--- src/rtl/map_irq_timer_if.sv ---
// Register and save-state bus between a mapper core and map_irq_timer.
// The mapper drives the master side; the timer is the slave.
interface map_irq_timer_if;
    logic       reg_we;
    logic [3:0] reg_addr;
    logic [7:0] reg_di;
    logic [7:0] reg_do;
    logic       sst_act;
    logic       sst_we;
    logic [3:0] sst_addr;
    logic [7:0] sst_di;
    logic [7:0] sst_do;

    modport master (
        output reg_we, reg_addr, reg_di, sst_act, sst_we, sst_addr, sst_di,
        input  reg_do, sst_do
    );

    modport slave (
        input  reg_we, reg_addr, reg_di, sst_act, sst_we, sst_addr, sst_di,
        output reg_do, sst_do
    );
endinterface

--- src/rtl/map_irq_timer.sv ---
// CPU-cycle IRQ timer with auto-reload, power-of-two prescaler and save-state access.
// Save-state support is compiled in only when MAP_IRQ_TIMER_SST_EN is defined.
module map_irq_timer #(
    parameter int CTR_W = 16,
    parameter int PRE_W = 4
) (
    input  logic            m2,
    input  logic            map_rst,
    map_irq_timer_if.slave  bus,
    output logic            irq
);
    localparam int         NB  = CTR_W / 8;
    localparam logic [1:0] TOP = 2'(NB - 1);

    logic [CTR_W-1:0] ctr_q, ctr_d;
    logic [CTR_W-1:0] reload_q, reload_d;
    logic [7:0]       ctrl_q, ctrl_d;
    logic [PRE_W-1:0] pre_q, pre_d;
    logic             en_q, en_d;
    logic             pend_q, pend_d;

    logic [PRE_W-1:0] pre_mask;
    logic             tick;
    logic             sst_on;
    logic             suppress;
    logic [CTR_W-1:0] ctr_step;

    // Unimplemented upper bytes read as zero because the state is zero-extended.
    function automatic logic [7:0] rd_map(input logic [3:0] a, input logic [31:0] c,
                                          input logic [31:0] r, input logic [7:0] cr,
                                          input logic e, input logic p);
        logic [7:0] rd;
        case (a)
            4'd0, 4'd1, 4'd2, 4'd3: rd = c[{a[1:0], 3'b000} +: 8];
            4'd4, 4'd5, 4'd6, 4'd7: rd = r[{a[1:0], 3'b000} +: 8];
            4'd8:                   rd = cr;
            4'd9:                   rd = {6'b0, e, p};
            default:                rd = 8'hFF;
        endcase
        return rd;
    endfunction

    // Divide select is clipped to the prescaler width; mask has s low bits set.
    always_comb begin
        int s_w;
        s_w = (int'(ctrl_q[7:4]) > PRE_W) ? PRE_W : int'(ctrl_q[7:4]);
        pre_mask = '0;
        for (int k = 0; k < PRE_W; k++) begin
            pre_mask[k] = (k < s_w);
        end
    end

    assign tick     = ((pre_q & pre_mask) == pre_mask);
    assign ctr_step = ctrl_q[0] ? (ctr_q - 1'b1) : (ctr_q + 1'b1);

`ifdef MAP_IRQ_TIMER_SST_EN
    assign sst_on     = bus.sst_act;
    assign bus.sst_do = rd_map(bus.sst_addr, 32'(ctr_q), 32'(reload_q), ctrl_q, en_q, pend_q);
`else
    assign sst_on     = 1'b0;
    assign bus.sst_do = 8'hFF;
`endif

    assign bus.reg_do = rd_map(bus.reg_addr, 32'(ctr_q), 32'(reload_q), ctrl_q, en_q, pend_q);
    assign irq        = pend_q;

    always_comb begin
        ctr_d    = ctr_q;
        reload_d = reload_q;
        ctrl_d   = ctrl_q;
        pre_d    = pre_q;
        en_d     = en_q;
        pend_d   = pend_q;
        suppress = 1'b0;

        if (sst_on) begin
            // Frozen session: raw loads only, prescaler held in reset.
            pre_d = '0;
            if (bus.sst_we) begin
                case (bus.sst_addr)
                    4'd0, 4'd1, 4'd2, 4'd3:
                        for (int k = 0; k < NB; k++)
                            if (bus.sst_addr[1:0] == 2'(k)) ctr_d[8*k +: 8] = bus.sst_di;
                    4'd4, 4'd5, 4'd6, 4'd7:
                        for (int k = 0; k < NB; k++)
                            if (bus.sst_addr[1:0] == 2'(k)) reload_d[8*k +: 8] = bus.sst_di;
                    4'd8:    ctrl_d = bus.sst_di;
                    4'd9:    {en_d, pend_d} = bus.sst_di[1:0];
                    default: ;
                endcase
            end
        end else begin
            if (en_q) pre_d = pre_q + 1'b1;

            if (bus.reg_we) begin
                case (bus.reg_addr)
                    4'd0, 4'd1, 4'd2, 4'd3: begin
                        suppress = 1'b1;
                        for (int k = 0; k < NB; k++)
                            if (bus.reg_addr[1:0] == 2'(k)) ctr_d[8*k +: 8] = bus.reg_di;
                        if (bus.reg_addr[1:0] == 2'd0) pend_d = 1'b0;
                        if (bus.reg_addr[1:0] == TOP) begin
                            en_d  = ctrl_q[2];
                            pre_d = '0;
                        end
                    end
                    4'd4, 4'd5, 4'd6, 4'd7: begin
                        suppress = 1'b1;
                        for (int k = 0; k < NB; k++)
                            if (bus.reg_addr[1:0] == 2'(k)) reload_d[8*k +: 8] = bus.reg_di;
                    end
                    4'd8: begin
                        suppress = 1'b1;
                        ctrl_d   = {bus.reg_di[7:4], 1'b0, bus.reg_di[2:0]};
                        if (bus.reg_di[3]) en_d = 1'b1;
                    end
                    4'd9:    pend_d = 1'b0;
                    default: ;
                endcase
            end

            // Terminal set is evaluated after the ack so it wins on a collision.
            if (en_q && tick && !suppress) begin
                if (ctr_q == '0) begin
                    pend_d = 1'b1;
                    if (ctrl_q[1]) begin
                        ctr_d = reload_q;
                    end else begin
                        en_d  = 1'b0;
                        ctr_d = ctr_step;
                    end
                end else begin
                    ctr_d = ctr_step;
                end
            end
        end
    end

    always_ff @(negedge m2 or posedge map_rst) begin
        if (map_rst) begin
            ctr_q    <= '0;
            reload_q <= '0;
            ctrl_q   <= '0;
            pre_q    <= '0;
            en_q     <= 1'b0;
            pend_q   <= 1'b0;
        end else begin
            ctr_q    <= ctr_d;
            reload_q <= reload_d;
            ctrl_q   <= ctrl_d;
            pre_q    <= pre_d;
            en_q     <= en_d;
            pend_q   <= pend_d;
        end
    end
endmodule

--- src/flat_wrapper.sv ---
// flat-port wrapper written by rule: the top's interface ports become plain ports
module map_irq_timer_flat 
#(
    parameter int CTR_W = 16,
    parameter int PRE_W = 4
)
  (m2, map_rst, irq, bus_reg_we, bus_reg_addr, bus_reg_di, bus_sst_act, bus_sst_we, bus_sst_addr, bus_sst_di, bus_reg_do, bus_sst_do);
  map_irq_timer_if bus_i ();
  input  logic m2;
  input  logic map_rst;
  output logic irq;
  input wire logic [$bits(bus_i.reg_we)-1:0] bus_reg_we;
  input wire logic [$bits(bus_i.reg_addr)-1:0] bus_reg_addr;
  input wire logic [$bits(bus_i.reg_di)-1:0] bus_reg_di;
  input wire logic [$bits(bus_i.sst_act)-1:0] bus_sst_act;
  input wire logic [$bits(bus_i.sst_we)-1:0] bus_sst_we;
  input wire logic [$bits(bus_i.sst_addr)-1:0] bus_sst_addr;
  input wire logic [$bits(bus_i.sst_di)-1:0] bus_sst_di;
  output wire logic [$bits(bus_i.reg_do)-1:0] bus_reg_do;
  output wire logic [$bits(bus_i.sst_do)-1:0] bus_sst_do;
  assign bus_i.reg_we = bus_reg_we;
  assign bus_i.reg_addr = bus_reg_addr;
  assign bus_i.reg_di = bus_reg_di;
  assign bus_i.sst_act = bus_sst_act;
  assign bus_i.sst_we = bus_sst_we;
  assign bus_i.sst_addr = bus_sst_addr;
  assign bus_i.sst_di = bus_sst_di;
  assign bus_reg_do = bus_i.reg_do;
  assign bus_sst_do = bus_i.sst_do;
  map_irq_timer #(.CTR_W(CTR_W), .PRE_W(PRE_W)) u_core (.m2(m2), .map_rst(map_rst), .bus(bus_i), .irq(irq));
endmodule
--- config.mk ---
export PLATFORM = sky130hd
export DESIGN_NAME = map_irq_timer_flat
export DESIGN_NICKNAME = d
export VERILOG_FILES = /design/src/rtl/map_irq_timer_if.sv /design/src/rtl/map_irq_timer.sv /design/src/flat_wrapper.sv
export SDC_FILE = /design/constraint.sdc
export NUM_CORES = 1
export LEC_CHECK = 0
export BUFFER_PORTS_ARGS = -buffer_cell sky130_fd_sc_hd__buf_2
export CORE_AREA = 10 10 99 101
export DETAILED_ROUTE_END_ITERATION = 10
export DIE_AREA = 0 0 109 111
export GPL_TIMING_DRIVEN = 0
export SYNTH_ARGS = -nofsm -noshare
export SYNTH_HDL_FRONTEND = slang
export SYNTH_SLANG_ARGS = --single-unit
--- constraint.sdc ---
create_clock -name m2 -period 4.88 [get_ports m2]
set_input_delay 0.488 -clock m2 [delete_from_list [all_inputs] [get_ports m2]]
set_output_delay 0.488 -clock m2 [all_outputs]
set_load 0.1 [all_outputs]
== Word level (Yosys, flattened, before mapping) ==
Index checks and enable logic that the tools add are counted.
Word-level totals
  bits in registers: 45
  bits in latches: 0
  RAM bits: 0
  ROM bits: 0
  output and inout bits: 17
  memories: 0
Operators by class
  add/sub/neg operators: 3
  multiply operators: 0
  divide/modulo/power cells: 0
  $lt $le $gt $ge: 5
  eq/ne operators: 11
  shift operators: 2
  mux-type cells: 28
  bitwise operators: 1
  reduce and logical (&&, ||, !) cells: 18
Operators with widths (number)
  2-to-1 mux 16 bit: 6
  < comparator 3 x 32 -> 1 bit, first input constant: 2
  indexed part select 32 x 6 -> 8 bit: 2
  < comparator 1 x 32 -> 1 bit, first input constant: 1
  < comparator 2 x 32 -> 1 bit, first input constant: 1
  one-hot mux 8 bit (4 select lines): 1
  2-to-1 mux 4 bit: 5
  adder 16 x 1 -> 16 bit, second input constant: 1
  == test 4 x 3 -> 1 bit, second input constant: 4
  logical NOT 16 bit: 1
  2-to-1 mux 8 bit: 2
  subtractor 16 x 1 -> 16 bit, second input constant: 1
  2-to-1 mux 1 bit: 12
  AND reduction 3 bit: 4
  OR reduction 9 bit: 1
  == test 4 x 2 -> 1 bit, second input constant: 2
  == test 4 bit, second input constant: 2
  nonzero test 2 bit: 4
  OR reduction 4 bit: 2
  adder 4 x 1 -> 4 bit, second input constant: 1
  AND 4 bit: 1
  == test 4 x 1 -> 1 bit, second input constant: 1
  == test 4 bit: 1
  > comparator 4 x 3 -> 1 bit, second input constant: 1
  7 further kinds: 9

== Longest topological paths before layout ==
  word-level depth: 9
  depth in mapped cells: 8

==> impl_metrics.json <==
{
  "synth_flop_cell": "dfrtn_1",
  "dr.pass1.iters": 6,
  "setup_slack_ns": 0.0946,
  "met2_length_um": 4350,
  "power_density_nw_per_um2": 555,
  "path_buf_inv": 2,
  "max-cap-violations": 0,
  "pre_cts_slack_ns": -0.123,
  "avgSynthCellArea_um2": 9.47,
  "antennaDiodeCount": 0,
  "tightest_slew_ns": 1.29,
  "slew_violations": 0,
  "stdcell_count": 489,
  "hold_viol": 0,
  "reg2reg_setup_slack_ns": 2.15,
  "hp-start": "u_core.irq",
  "slew-limit-headroom_pct": 13.3,
  "synthArstFlopShare_pct": 100,
  "highest_layer": "met4",
  "crit_path_max_fanout": 7,
  "wire_per_inst_um": 18.7,
  "dr_wl_met3_um": 567,
  "dp.cells": 480,
  "setup_violations": 0,
  "cp-end-kind": "output pin",
  "multi_input_area_um2": 2030,
  "hpwl_um": 6990,
  "numCtsBuffers": 5,
  "critical_path.max_stage_delay_ns": 0.44,
  "io_pins": 46,
  "r2r_start": "u_core.ctrl_q[0]",
  "clock_sinks": 45,
  "path_clk_slew_ns": 0.06,
  "area_growth_pct": 12.3,
  "grt-ovfl-total": 0,
  "clock_skew_ns": 0.00642,
  "nets": 428,
  "hold_path.class": "register to register",
  "cts_tree": "done",
  "status": "finished clean",
  "fillCellCount": 778,
  "holdPathStages": 2,
  "chipWidth_um": 109,
  "fin_area_um2": 3680,
  "first_global_vias": 2797,
  "crit_type": "register to output pin",
  "antenna_found_initial": 0,
  "vias": 2777,
  "ys_types": 56,
  "dpl_cell_area_um2": 3570,
  "grt_use_total_pct": 15.4,
  "rows": 33,
  "dr.first_iter.drc_count": 111,
  "final_util_pct": 46.2,
  "wl_met1_um": 4170,
  "holdWs_ns": 0.448,
  "clk_latency_ns": 0.30,
  "viasPerCell": 5.68,
  "ys_seq_area_share_pct": 34.4,
  "ant_nets": 0,
  "required_ns": 4.39,
  "ys_ff_latch": 45,
  "syn_inst": 346,
  "path_cells": "clkbuf_1, mux2i_1, a31oi_2, buf_2",
  "place.gp.congestion": 0.854,
  "netlist_area_um2": 3280,
  "cts_root_buf": "clkbuf_8",
  "yosysWarnings": 0,
  "port_buffers": 21,
  "drt-total-wl_um": 9160,
  "min_to": "u_core.irq",
  "start_util_pct": 41.1,
  "path_delay_family": "buffers and inverters",
  "leakage_nw": 1.66,
  "seq_area_um2": 1130,
  "core_um2": 7970,
  "grt_max_degree": 30,
  "crit_path_start_kind": "register",
  "cts_buffer_depth": 2,
  "dieArea_um2": 12100,
  "die_h_um": 111,
  "r2r-end": "u_core.ctr_q[9]",
  "grt_pass1_wl_um": 15100,
  "remaining_drc_errors": 0,
  "synth_edf_count": 0,
  "crit_slowest_cell": "buf_2",
  "vdd_drop_max_uv": 264,
  "r2r_cells": 8,
  "drive_above_1_share_pct": 23.2,
  "cts_max_level": 2,
  "rsz0062_at_grt": "false",
  "worstPathArrival_ns": 4.30
}
-- area by class of cell --
type / instances / area share, %
plain buffers: 20 / 3.03
multi-input cells: 274 / 55.1
repair buffers: 23 / 3.67
flip-flops and latches: 45 / 30.6
clock buffers: 6 / 2.24
well taps: 105 / 3.57
clock inverters: 2 / 0.374
inverters: 14 / 1.43
-- synth_stat cells (2+ instances only) --
cell type / instances / area, um2
xor2_1: 6 / 52.6
buf_4: 8 / 60.1
and2_1: 4 / 25.0
nand3_1: 8 / 40.0
nor2b_1: 4 / 25.0
nand4_1: 5 / 31.3
nand2b_1: 2 / 12.5
a221oi_1: 3 / 26.3
mux2i_1: 11 / 110
o21ai_0: 28 / 140
inv_1: 14 / 52.6
ha_1: 15 / 188
a31oi_1: 7 / 43.8
nor3b_1: 3 / 22.5
nand2_1: 39 / 146
a21o_1: 5 / 37.5
nor2_1: 22 / 82.6
mux2_2: 26 / 293
a211oi_1: 2 / 15.0
buf_2: 5 / 25.0
o22ai_1: 2 / 12.5
and3_1: 3 / 18.8
a21oi_1: 14 / 70.1
mux4_2: 6 / 135
clkbuf_1: 6 / 22.5
o31a_1: 2 / 17.5
xnor2_1: 9 / 78.8
dfrtn_1: 45 / 1130
nor3_1: 5 / 25.0
and4_1: 3 / 26.3
nor4_1: 5 / 31.3
a22o_1: 5 / 43.8
-- layer usage --
metal  up-vias  global-route usage [%]
met1      1363                    20.9
met3         6                    3.31
met4         0                    2.64
met5         -                       0
li1       1328                       -
met2        80                    24.6
-- stage by stage --
stage	setup TNS [ns]	total power (W)
after floorplan	-0.264	0.00151
after global placement	-0.916	0.00175
after detailed placement	-0.924	0.00178
after CTS	0	0.00204
after global routing	0	0.00221
final	0	0.00204
-- state kept, by name, indices dropped and copies added, names as in the netlist --
| register | flops |
|---|---|
| u_core.ctr_q | 16 |
| u_core.reload_q | 16 |
| u_core.ctrl_q | 7 |
| u_core.pre_q | 4 |
| u_core.en_q | 1 |
| u_core.irq | 1 |
-- power by group --
part | total [W] | leakage, nW | internal [W] | switching (W)
clock | 0.000251 | 0.0512 | 0.000115 | 0.000136
sequential | 0.000663 | 0.543 | 0.000514 | 0.000149
combinational | 0.00113 | 1.06 | 0.000470 | 0.000657
total | 0.00204 | 1.66 | 0.00110 | 0.000942
-- what timing repair did --
| action | CTS | global route |
|---|---|---|
| setup buffers | 1 | 0 |
| resized for setup | 0 | 1 |
| endpoints found under the setup margin | 1 | 1 |
| cloned | 0 | 0 |
| hold buffers | 0 | 0 |
-- cell families (layout without fill, tap and decap cells) --
group / after synthesis / after routing / share of synthesized area, %
AOI/OAI and AO/OA: 83 / 83 / 17.2
muxes: 43 / 43 / 16.4
buffers and inverters: 34 / 65 / 5.00
adders and majority gates: 16 / 16 / 6.34
DFF: 45 / 45 / 34.4
and+or+nand+nor: 109 / 109 / 16.6
other: 1 / 8 / 0.114
xor gates and xnor gates: 15 / 15 / 4.01
-- placed cells by master (no fill, tap or decap), drive strengths merged, types with 2 or more instances in the layout --
cell,synthesis,final
dfrtn,45,45
nand2,40,40
buf,14,36
o21ai,28,28
mux2,26,26
nor2,23,23
ha,15,15
a21oi,14,14
inv,14,14
clkbuf,6,13
mux2i,11,11
xnor2,9,9
nand3,9,9
conb,1,8
a31oi,8,8
xor2,6,6
mux4,6,6
nor4,6,6
nor3,6,6
a21o,5,5
nand4,5,5
a22o,5,5
nor2b,4,4
and2,4,4
and3,4,4
a221oi,3,3
and4,3,3
nor3b,3,3
nand2b,2,2
o22ai,2,2
a211oi,2,2
o31a,2,2
a22oi,2,2
clkinv,0,2
-- worst register-to-register path, stage by stage (launching register included) --
cell and delay (ns):
dfrtn_1 0.44, buf_4 0.26, ha_1 0.36, and3_1 0.24
a2111oi_4 0.39, a22oi_2 0.21, a21boi_1 0.30, nor3_1 0.08
o31a_1 0.29
-- worst max path at each step --
| stage | startpoint | end | depth (start not counted) |
|---|---|---|---|
| 6_report | u_core.en_q | bus_reg_do[1] | 4 |
| 5_1_grt | u_core.en_q | bus_reg_do[1] | 4 |
| 4_1_cts | u_core.ctr_q[0] | bus_reg_do[0] | 5 |
| 3_5_place_dp | bus_reg_addr[3] | u_core.reload_q[2] | 5 |
| 3_3_place_gp | bus_reg_addr[3] | u_core.reload_q[6] | 5 |
| 2_1_floorplan | u_core.irq | bus_reg_do[0] | 2 |
Note: power is estimated with default switching activity, not from simulation.
